==> src/rtl/rr_mux_pkg.sv <==
`default_nettype none
// ============================================================================
// Module      : rr_mux_pkg
// Description : Shared constants, FSM state type and helpers for the
//               16-way round-robin mux arbiter.
// Contents    : N     - number of requesters (16)
//               SELW  - select width (4)
//               state_t   - arbiter FSM state {IDLE, GRANT}
//               onehot16  - select index -> one-hot 16-bit grant
// Revision    : 1.0 - initial release
// ============================================================================
package rr_mux_pkg;

    localparam int N    = 16;
    localparam int SELW = 4;

    typedef enum logic [0:0] {
        IDLE  = 1'b0,
        GRANT = 1'b1
    } state_t;

    function automatic logic [N-1:0] onehot16(input logic [SELW-1:0] sel);
        logic [N-1:0] v;
        v      = '0;
        v[sel] = 1'b1;
        return v;
    endfunction

endpackage
`default_nettype wire

==> src/rtl/rr_mux_arbiter_pick.sv <==
`default_nettype none
// ============================================================================
// Module      : rr_pick16
// Description : Combinational round-robin search. Returns the first set bit
//               of i_req at or after position (i_base + 1), wrapping 15 -> 0.
// Ports       : i_req   [15:0] - candidate request vector (already masked)
//               i_base  [3:0]  - index the search starts just after
//               o_idx   [3:0]  - winning index (don't-care when !o_found)
//               o_found        - at least one candidate was set
// Revision    : 1.0 - initial release
// ============================================================================
module rr_pick16
    import rr_mux_pkg::*;
(
    input  logic [N-1:0]    i_req,
    input  logic [SELW-1:0] i_base,
    output logic [SELW-1:0] o_idx,
    output logic            o_found
);

    logic [SELW-1:0] w_start;
    logic [N-1:0]    w_rot;
    logic [SELW-1:0] w_off;

    // Rotate the request vector so that position w_start lands at bit 0;
    // a plain lowest-set-bit encoder then yields the round-robin winner.
    always_comb begin
        w_start = i_base + 4'd1;
        w_rot   = '0;
        for (int k = 0; k < N; k++) begin
            w_rot[k] = i_req[w_start + k[SELW-1:0]];
        end
    end

    // Scan downward so the lowest set bit is the last one written.
    always_comb begin
        w_off = '0;
        for (int k = N - 1; k >= 0; k--) begin
            if (w_rot[k]) begin
                w_off = k[SELW-1:0];
            end
        end
    end

    // Undo the rotation; the 4-bit add wraps modulo 16 naturally.
    assign o_idx   = w_start + w_off;
    assign o_found = |w_rot;

endmodule
`default_nettype wire

==> src/rtl/rr_mux_arbiter.sv <==
`default_nettype none
// ============================================================================
// Module      : rr_mux_arbiter
// Description : Round-robin arbiter sharing one 16:1 mux among 16 requesters.
//               Drives the mux select and a one-hot grant, and hands the
//               selected channel to one consumer over valid/ready.
// Ports       : clk            - clock, all state on the rising edge
//               reset          - synchronous active-high reset
//               req      [15:0]- request lines
//               ready          - consumer accepts current selection
//               sel      [3:0] - registered mux select
//               gnt      [15:0]- registered one-hot grant (zero when idle)
//               valid          - mux output owned by requester sel
//               last_sel [3:0] - index of the last completed transfer
// Revision    : 1.0 - initial release
// ============================================================================
module rr_mux_arbiter
    import rr_mux_pkg::*;
(
    input  logic            clk,
    input  logic            reset,
    input  logic [N-1:0]    req,
    input  logic            ready,
    output logic [SELW-1:0] sel,
    output logic [N-1:0]    gnt,
    output logic            valid,
    output logic [SELW-1:0] last_sel
);

    state_t          r_state;
    logic [SELW-1:0] r_sel;
    logic [N-1:0]    r_gnt;
    logic            r_valid;
    logic [SELW-1:0] r_last_sel;

    state_t          w_state_nx;
    logic [SELW-1:0] w_sel_nx;
    logic [N-1:0]    w_gnt_nx;
    logic            w_valid_nx;
    logic [SELW-1:0] w_last_sel_nx;

    logic [N-1:0]    w_mask;
    logic [SELW-1:0] w_base;
    logic [SELW-1:0] w_pick_idx;
    logic            w_pick_found;

    // A single search unit serves both states. In GRANT the current holder
    // is masked out so back-to-back transfers rotate, and the search starts
    // after the holder that is completing; in IDLE it starts after the last
    // completed transfer with every requester eligible.
    assign w_mask = (r_state == GRANT) ? ~r_gnt : {N{1'b1}};
    assign w_base = (r_state == GRANT) ? r_sel  : r_last_sel;

    rr_pick16 u_pick (
        .i_req   (req & w_mask),
        .i_base  (w_base),
        .o_idx   (w_pick_idx),
        .o_found (w_pick_found)
    );

    always_ff @(posedge clk) begin
        if (reset) begin
            r_state    <= IDLE;
            r_sel      <= '0;
            r_gnt      <= '0;
            r_valid    <= 1'b0;
            r_last_sel <= 4'd15;
        end else begin
            r_state    <= w_state_nx;
            r_sel      <= w_sel_nx;
            r_gnt      <= w_gnt_nx;
            r_valid    <= w_valid_nx;
            r_last_sel <= w_last_sel_nx;
        end
    end

    always_comb begin
        w_state_nx    = r_state;
        w_sel_nx      = r_sel;
        w_gnt_nx      = r_gnt;
        w_valid_nx    = r_valid;
        w_last_sel_nx = r_last_sel;

        case (r_state)
            IDLE: begin
                if (w_pick_found) begin
                    w_sel_nx   = w_pick_idx;
                    w_gnt_nx   = onehot16(w_pick_idx);
                    w_valid_nx = 1'b1;
                    w_state_nx = GRANT;
                end
            end
            GRANT: begin
                // Without ready the grant is frozen; req changes are ignored.
                if (ready) begin
                    w_last_sel_nx = r_sel;
                    if (w_pick_found) begin
                        w_sel_nx = w_pick_idx;
                        w_gnt_nx = onehot16(w_pick_idx);
                    end else begin
                        // sel is left pointing at the finished holder.
                        w_gnt_nx   = '0;
                        w_valid_nx = 1'b0;
                        w_state_nx = IDLE;
                    end
                end
            end
            default: begin
                w_state_nx = IDLE;
                w_gnt_nx   = '0;
                w_valid_nx = 1'b0;
            end
        endcase
    end

    assign sel      = r_sel;
    assign gnt      = r_gnt;
    assign valid    = r_valid;
    assign last_sel = r_last_sel;

endmodule
`default_nettype wire

==> config.mk <==
export PLATFORM = sky130hd
export DESIGN_NAME = rr_mux_arbiter
export DESIGN_NICKNAME = d
export VERILOG_FILES = /design/src/rtl/rr_mux_pkg.sv /design/src/rtl/rr_mux_arbiter_pick.sv /design/src/rtl/rr_mux_arbiter.sv
export SDC_FILE = /design/constraint.sdc
export NUM_CORES = 1
export LEC_CHECK = 0
export CORE_MARGIN = 1
export CORE_UTILIZATION = 43
export CTS_BUF_LIST = sky130_fd_sc_hd__clkbuf_8
export DETAILED_ROUTE_END_ITERATION = 10
export HOLD_SLACK_MARGIN = 0.1
export PLACE_DENSITY = 0.7
export SYNTH_ARGS = -nofsm -noshare
export SYNTH_HDL_FRONTEND = slang
export SYNTH_SLANG_ARGS = --single-unit
==> constraint.sdc <==
create_clock -name clk -period 4.98 [get_ports clk]
set_clock_uncertainty 0.15 [all_clocks]
set_input_delay 0.996 -clock clk [delete_from_list [all_inputs] [get_ports clk]]
set_output_delay 0.996 -clock clk [all_outputs]
set_load 0.01 [all_outputs]
# Word level (Yosys, flattened, before mapping)
# Cells that the tools add are included.
[word_totals]
regBits = 26
latch_bits = 0
ramBits = 0
rom_bits = 0
inputBits = 19
output_inout_bits = 25
n_memories = 0
[classes]
add_sub_neg = 17
n_mul = 0
n_div = 0
n_lt_le_gt_ge = 18
eq_ne = 3
n_shift = 0
muxes = 66
n_bitwise = 3
n_reduce_logical = 5
[ops]
columns = ["cell", "count"]
rows = [
  ["4-bit by 5-bit less-than comparator with 1-bit output, second input constant", 17],
  ["4-bit 2-to-1 mux", 19],
  ["1-bit binary-select mux with 4-bit select", 16],
  ["16-bit 2-to-1 mux", 4],
  ["4-bit adder, second input constant", 8],
  ["16-bit one-hot mux with 2 select lines", 1],
  ["1-bit 2-to-1 mux", 22],
  ["4-bit by 3-bit adder with 4-bit output, second input constant", 4],
  ["16-bit bitwise AND", 1],
  ["16-bit NOT", 1],
  ["16-bit OR reduction", 1],
  ["4-bit by 1-bit adder with 4-bit output, second input constant", 2],
  ["4-bit by 2-bit adder with 4-bit output, second input constant", 2],
  ["4-bit one-hot mux with 2 select lines", 1],
  ["4-bit adder", 1],
  ["1-bit demux with 4-bit select", 1],
  ["4-bit by 1-bit >= comparator with 1-bit output, second input constant", 1],
  ["2-bit inequality test, second input constant", 2],
  ["1-bit one-hot mux with 2 select lines", 2],
  ["2-bit AND reduction", 2],
  ["3-bit AND reduction", 1],
  ["2-bit by 1-bit inequality test with 1-bit output, second input constant", 1],
  ["1-bit logical AND", 1],
  ["1-bit NOT", 1],
]

# Logic depth before layout (Yosys ltp)
[logic_depth]
depth_word = 29
depth_mapped = 24
ltp_nobuf = 21

# Modules after synthesis
# From an unflattened synthesis, not the netlist that was laid out.
[hier_totals]
cells_unflattened = 304
area_unflattened_um2 = 2855.2
[modules_own_cells]
columns = ["module", "n_inst", "cells_each", "area_per_inst_um2", "seq_area_each_um2"]
rows = [
  ["rr_pick16", 1, 193, 1659.1, 0.0],
  ["rr_mux_arbiter", 1, 111, 1196.1, 520.5],
]

# Worst setup path before layout
# No wires, ideal clock.
[synth_timing]
kind = "reg2reg"
from = "reg r_state"
to = "reg r_gnt[0], in the netlist gnt[0]"
setup_time_ps = 137
t_arrival_ps = 5102
required_ps = 4693
setup_slack_ps = -410
stages_incl_launch_ff = 25
path_buffers = 3
synth_period_minus_slack_ps = 5390
path_cell_list = "dfxtp_1 -> buf_6 -> mux2i_4 -> inv_2 -> ha_1 -> buf_2 -> clkbuf_1 -> nand2_1 -> nor4_1 -> o31a_1 -> nor2_1 -> a211o_1 -> or3_1 -> a211oi_1 -> o31ai_1 -> a31o_2 -> ha_1 -> a21o_1 -> a21oi_1 -> xor2_1 -> nor2_1 -> nand3_1 -> nor4_1 -> a22oi_1 -> o32ai_1"
[synth_between]
elab_chain_cells = 29
elab_cells_between_ends = 82
classes_between = "17 x add/sub; 2 x order compare; 2 x eq/ne; 56 x mux; 2 x bitwise; 3 x reduce/logical"
[synth_lines]
columns = ["item", "line", "source"]
rows = [
  ["start: declaration", "rr_mux_arbiter.sv:30", "state_t r_state;"],
  ["start signal: assignment", "rr_mux_arbiter.sv:69", "r_state <= w_state_nx;"],
  ["4-bit 2-to-1 mux", "rr_mux_arbiter.sv:52", "assign w_base = (r_state == GRANT) ? r_sel : r_last_sel;"],
  ["4-bit by 1-bit adder with 4-bit output", "rr_mux_arbiter_pick.sv:28", "w_start = i_base + 4'd1;"],
  ["4-bit adder", "rr_mux_arbiter_pick.sv:31", "w_rot[k] = i_req[w_start + k[SELW-1:0]];"],
  ["1-bit binary-select mux with 4-bit select", "rr_mux_arbiter_pick.sv:31", ""],
  ["1-bit 2-to-1 mux (implied by the code)", "rr_mux_arbiter_pick.sv:31", ""],
  ["4-bit 2-to-1 mux (16 in series)", "rr_mux_arbiter_pick.sv:39", "if (w_rot[k]) begin"],
  ["4-bit adder", "rr_mux_arbiter_pick.sv:46", "assign o_idx = w_start + w_off;"],
  ["4-bit by 5-bit less-than comparator with 1-bit output (implied by the code) / 4-bit by 1-bit >= comparator with 1-bit output (equally long branches)", "rr_mux_pkg.sv:25", "v[sel] = 1'b1;"],
  ["1-bit logical AND (implied by the code)", "rr_mux_pkg.sv:25", ""],
  ["1-bit 2-to-1 mux (implied by the code)", "rr_mux_pkg.sv:25", ""],
  ["1-bit demux with 4-bit select", "rr_mux_pkg.sv:25", ""],
  ["16-bit 2-to-1 mux", "rr_mux_arbiter.sv:97", "if (w_pick_found) begin"],
  ["16-bit 2-to-1 mux", "rr_mux_arbiter.sv:95", "if (ready) begin"],
  ["16-bit one-hot mux with 2 select lines", "rr_mux_arbiter.sv:84", "case (r_state)"],
  ["end signal: assignment", "rr_mux_arbiter.sv:71", "r_gnt <= w_gnt_nx;"],
  ["end: declaration", "rr_mux_arbiter.sv:32", "logic [N-1:0] r_gnt;"],
]
# Several ways; a longest one is shown, not always the timed one. The select of a mux whose other input is x is not followed.
# A chain may end at the register's enable or synchronous reset.

# Final worst setup path
[layout_timing]
from = "in req[12]"
to = "reg r_gnt[15], in the netlist gnt[15]"
[layout_between]
elab_chain_cells = 27
elab_cells_between_ends = 62
classes_between = "1 x add/sub; 2 x order compare; 1 x eq/ne; 54 x mux; 1 x bitwise; 3 x reduce/logical"
[layout_lines]
columns = ["item", "line", "source"]
rows = [
  ["start: declaration", "rr_mux_arbiter.sv:22", "input logic [N-1:0] req,"],
  ["16-bit bitwise AND (*)", "rr_mux_arbiter.sv:55", ".i_req (req & w_mask),"],
  ["1-bit binary-select mux with 4-bit select", "rr_mux_arbiter_pick.sv:31", ""],
  ["1-bit 2-to-1 mux (implied by the code)", "rr_mux_arbiter_pick.sv:31", ""],
  ["4-bit 2-to-1 mux (16 in series)", "rr_mux_arbiter_pick.sv:39", ""],
  ["4-bit adder", "rr_mux_arbiter_pick.sv:46", ""],
  ["4-bit by 5-bit less-than comparator with 1-bit output (implied by the code) / 4-bit by 1-bit >= comparator with 1-bit output (equally long branches)", "rr_mux_pkg.sv:25", ""],
  ["1-bit logical AND (implied by the code)", "rr_mux_pkg.sv:25", ""],
  ["1-bit 2-to-1 mux (implied by the code)", "rr_mux_pkg.sv:25", ""],
  ["1-bit demux with 4-bit select", "rr_mux_pkg.sv:25", ""],
  ["16-bit 2-to-1 mux", "rr_mux_arbiter.sv:97", ""],
  ["16-bit 2-to-1 mux", "rr_mux_arbiter.sv:95", ""],
  ["16-bit one-hot mux with 2 select lines", "rr_mux_arbiter.sv:84", ""],
]
# Mark *: on every way between the ends. The rest lies on a longest branch, timed or not. The select of a mux whose other input is x is not followed.

==> flow_metrics.py <==
metrics = {
    "timing": {
        "slew_viol_final": 0,
        "final.setup.tns_ps": -85.96,
        "setup-violations-final": 4,
        "rsz0062_at_grt": "true",
        "worstMarginPinSlew_ps": 956.1,
        "fmax_ghz": 0.1994,
        "timing.hold.ws_ps": 353.2,
        "fin_crit_sh": 1.007,
        "fin_ws_ps": -35.46,
        "finalHoldViolCount": 0,
        "period_needed_ps": 5015,
        "maxSlewHeadroom": 0.3606,
    },
    "clocking": {
        "clock_latency_ps": 280,
        "cts_sinks": 26,
        "cts_max_level": 1,
        "clock_path_buffers": 2,
        "clk_pin_slew_ps": 90,
        "cts_hold_buf": 0,
        "cts_made_buffers": 3,
        "cts-root-buf": "clkbuf_8",
        "cts_tree": "yes",
    },
    "worst_setup_path": {
        "worst_setup_path_end_kind": "flip-flop",
        "startpoint": "req[12]",
        "required_ps": 5020,
        "arrival_ps": 5050,
        "crit_fanout": 4,
        "r2r_start": "r_state$_SDFF_PP0_",
        "start_kind": "primary input",
        "path_class": "in2reg",
    },
    "layout": {
        "seq_area_sq_um": 524.3,
        "fin_cells": 493,
        "fill_cells": 505,
        "area_growth_pct": 44.29,
        "antennaDiodeCount": 0,
        "final_layout_size_suffix_gt1_frac": 0.3990,
        "final_util": 0.6558,
        "final_nets": 442,
        "multi_input_area_sq_um": 2446,
    },
    "placed_design": {
        "place_hpwl_um": 7176,
        "io_buffers": 43,
        "routabilityCongestion": 0.9689,
        "dp.cells": 485,
    },
    "synth": {
        "synth.avg_cell_area_sq_um": 9.318,
        "syn_area_sq_um": 2935,
        "synth_async_sr_flop_share": 0,
        "synthTopCellsByCount": "29 x inv_1, 26 x dfxtp_1, 24 x mux2i_1",
        "syn_nets": 340,
        "synth_top_area_frac": 0.1773,
        "yosys.area.top_type": "dfxtp_1",
        "yosys_register_bits": 26,
        "synth.most_common_cell": "inv_1",
        "yosysSeqAreaShare": 0.1773,
        "yosys_warnings": 0,
        "synth_cell_types": 64,
        "synth_area_leaders": "dfxtp_1 18%, mux4_2 13%, mux2i_1 8.2%",
        "netlist_instances": 315,
        "synthFlopType": "dfxtp_1",
        "synth_edf_count": 0,
    },
    "status": {
        "violations": "setup timing",
        "status": "finished, violations left",
    },
    "global_routing": {
        "overflow": 0,
        "grt_use_total": 0.2516,
        "antenna_found_initial": 0,
        "grt_max_degree": 25,
        "grt_pass1_vias": 2832,
        "grt_pass1_wl_um": 14300,
    },
    "route": {
        "drtIter0Drc": 121,
        "wirelength_um": 9101,
        "drc_errors": 0,
        "vias": 2999,
        "postRouteAntennaNets": 0,
        "wl_per_cell_um": 18.46,
        "drt_first_pass_iters": 4,
        "routed_via_density": 6.083,
    },
    "floorplan": {
        "rows": 29,
        "die_w_um": 84.62,
        "start_util": 0.4545,
        "core_sq_um": 6459,
        "io_pins": 44,
        "die-area_sq_um": 7161,
        "fp.dieH_um": 84.62,
    },
    "hold_path": {
        "hold_start": "gnt[12]$_SDFFE_PP0P_",
        "hold_path_class": "reg2reg",
    },
    "flow_run": {
        "maxCapViolCount": 0,
    },
}
## layout by cell type (no fill, tap or decap), types with 8 or more instances in the layout
master / Yosys / layout
a21boi_1: 0 / 14
inv_1: 29 / 27
o32ai_1: 16 / 14
dfxtp_1: 26 / 25
nand3_1: 9 / 9
nand2_1: 20 / 18
buf_4: 2 / 67
nor2_1: 13 / 11
mux4_2: 17 / 18
mux2i_1: 24 / 18
mux2i_2: 2 / 8
mux2_2: 11 / 9
clkdlybuf4s50_1: 0 / 43
## state kept, by name (all words and copies together) (netlist names)
signal,flops
sel,4
valid,1
gnt,16
last_sel,4
r_state,1
## critical path: stages
cell and delay, ps:
clkdlybuf4s50_1 400, a21boi_0 170, mux4_2 540, inv_2 70, nor2_1 40, a211o_1 330, or3_4 340, buf_4 150
o31ai_2 310, a31oi_2 160, ha_1 350, a21oi_4 220, xor2_2 230, nand4_1 160, nor4_2 190, a22oi_1 110
buf_4 180, o32ai_1 110
## per-layer routing
layer / part of all wire / vias up / global-route usage
met3: 0.044 / 12 / 0.02950
met1: 0.44 / 1450 / 0.3346
met4: 0.019 / 0 / 0.07396
li1: - / 1426 / -
met2: 0.50 / 111 / 0.4302
met5: 0 / - / 0
## per-stage QoR
stage / setup slack, ps / instance area [sq um]
after floorplan: 4.793 / 3012
after global placement: -398.6 / 3938
after detailed placement: -453.0 / 3938
after CTS: 0.3078 / 4073
after global routing: -252.4 / 4235
final: -35.46 / 4235
## worst paths after layout
kind | end | slack, ps | depth (start not counted)
max reg2reg | gnt[15]$_SDFFE_PP0P_ | -20 | 20
min reg2reg | gnt[12]$_SDFFE_PP0P_ | 350 | 2
max | gnt[15]$_SDFFE_PP0P_ | -40 | 18
min | gnt[12]$_SDFFE_PP0P_ | 350 | 2
## cell families (layout without fill, tap and decap cells)
logic type	Yosys count	in the layout	synth area share
and+or+nand+nor	78	78	0.1428
adders and majority gates	6	6	0.02813
muxes	57	57	0.2882
buffers and inverters	48	149	0.07630
xor gates and xnor gates	11	11	0.04178
DFF	26	26	0.1773
AOI/OAI and AO/OA	89	89	0.2455
## timing repair
action,4_1_cts,5_1_grt
pin swaps,2,10
setup endpoints to repair,16,18
buffers inserted,2,3
gates resized for setup,18,38
endpoints found under the hold margin,0,0
## area by class of cell
type,instances,share of cell area
multi-input cells,241,0.5775
clock inverters,1,0.007090
flip-flops and latches,26,0.1238
clock buffers,3,0.009749
inverters,33,0.02925
repair buffers,112,0.2298
well taps,77,0.02275
Power is left out: the tool's default activity adds up to more than one toggle a clock period on the data nets, which glitch-free logic cannot reach.
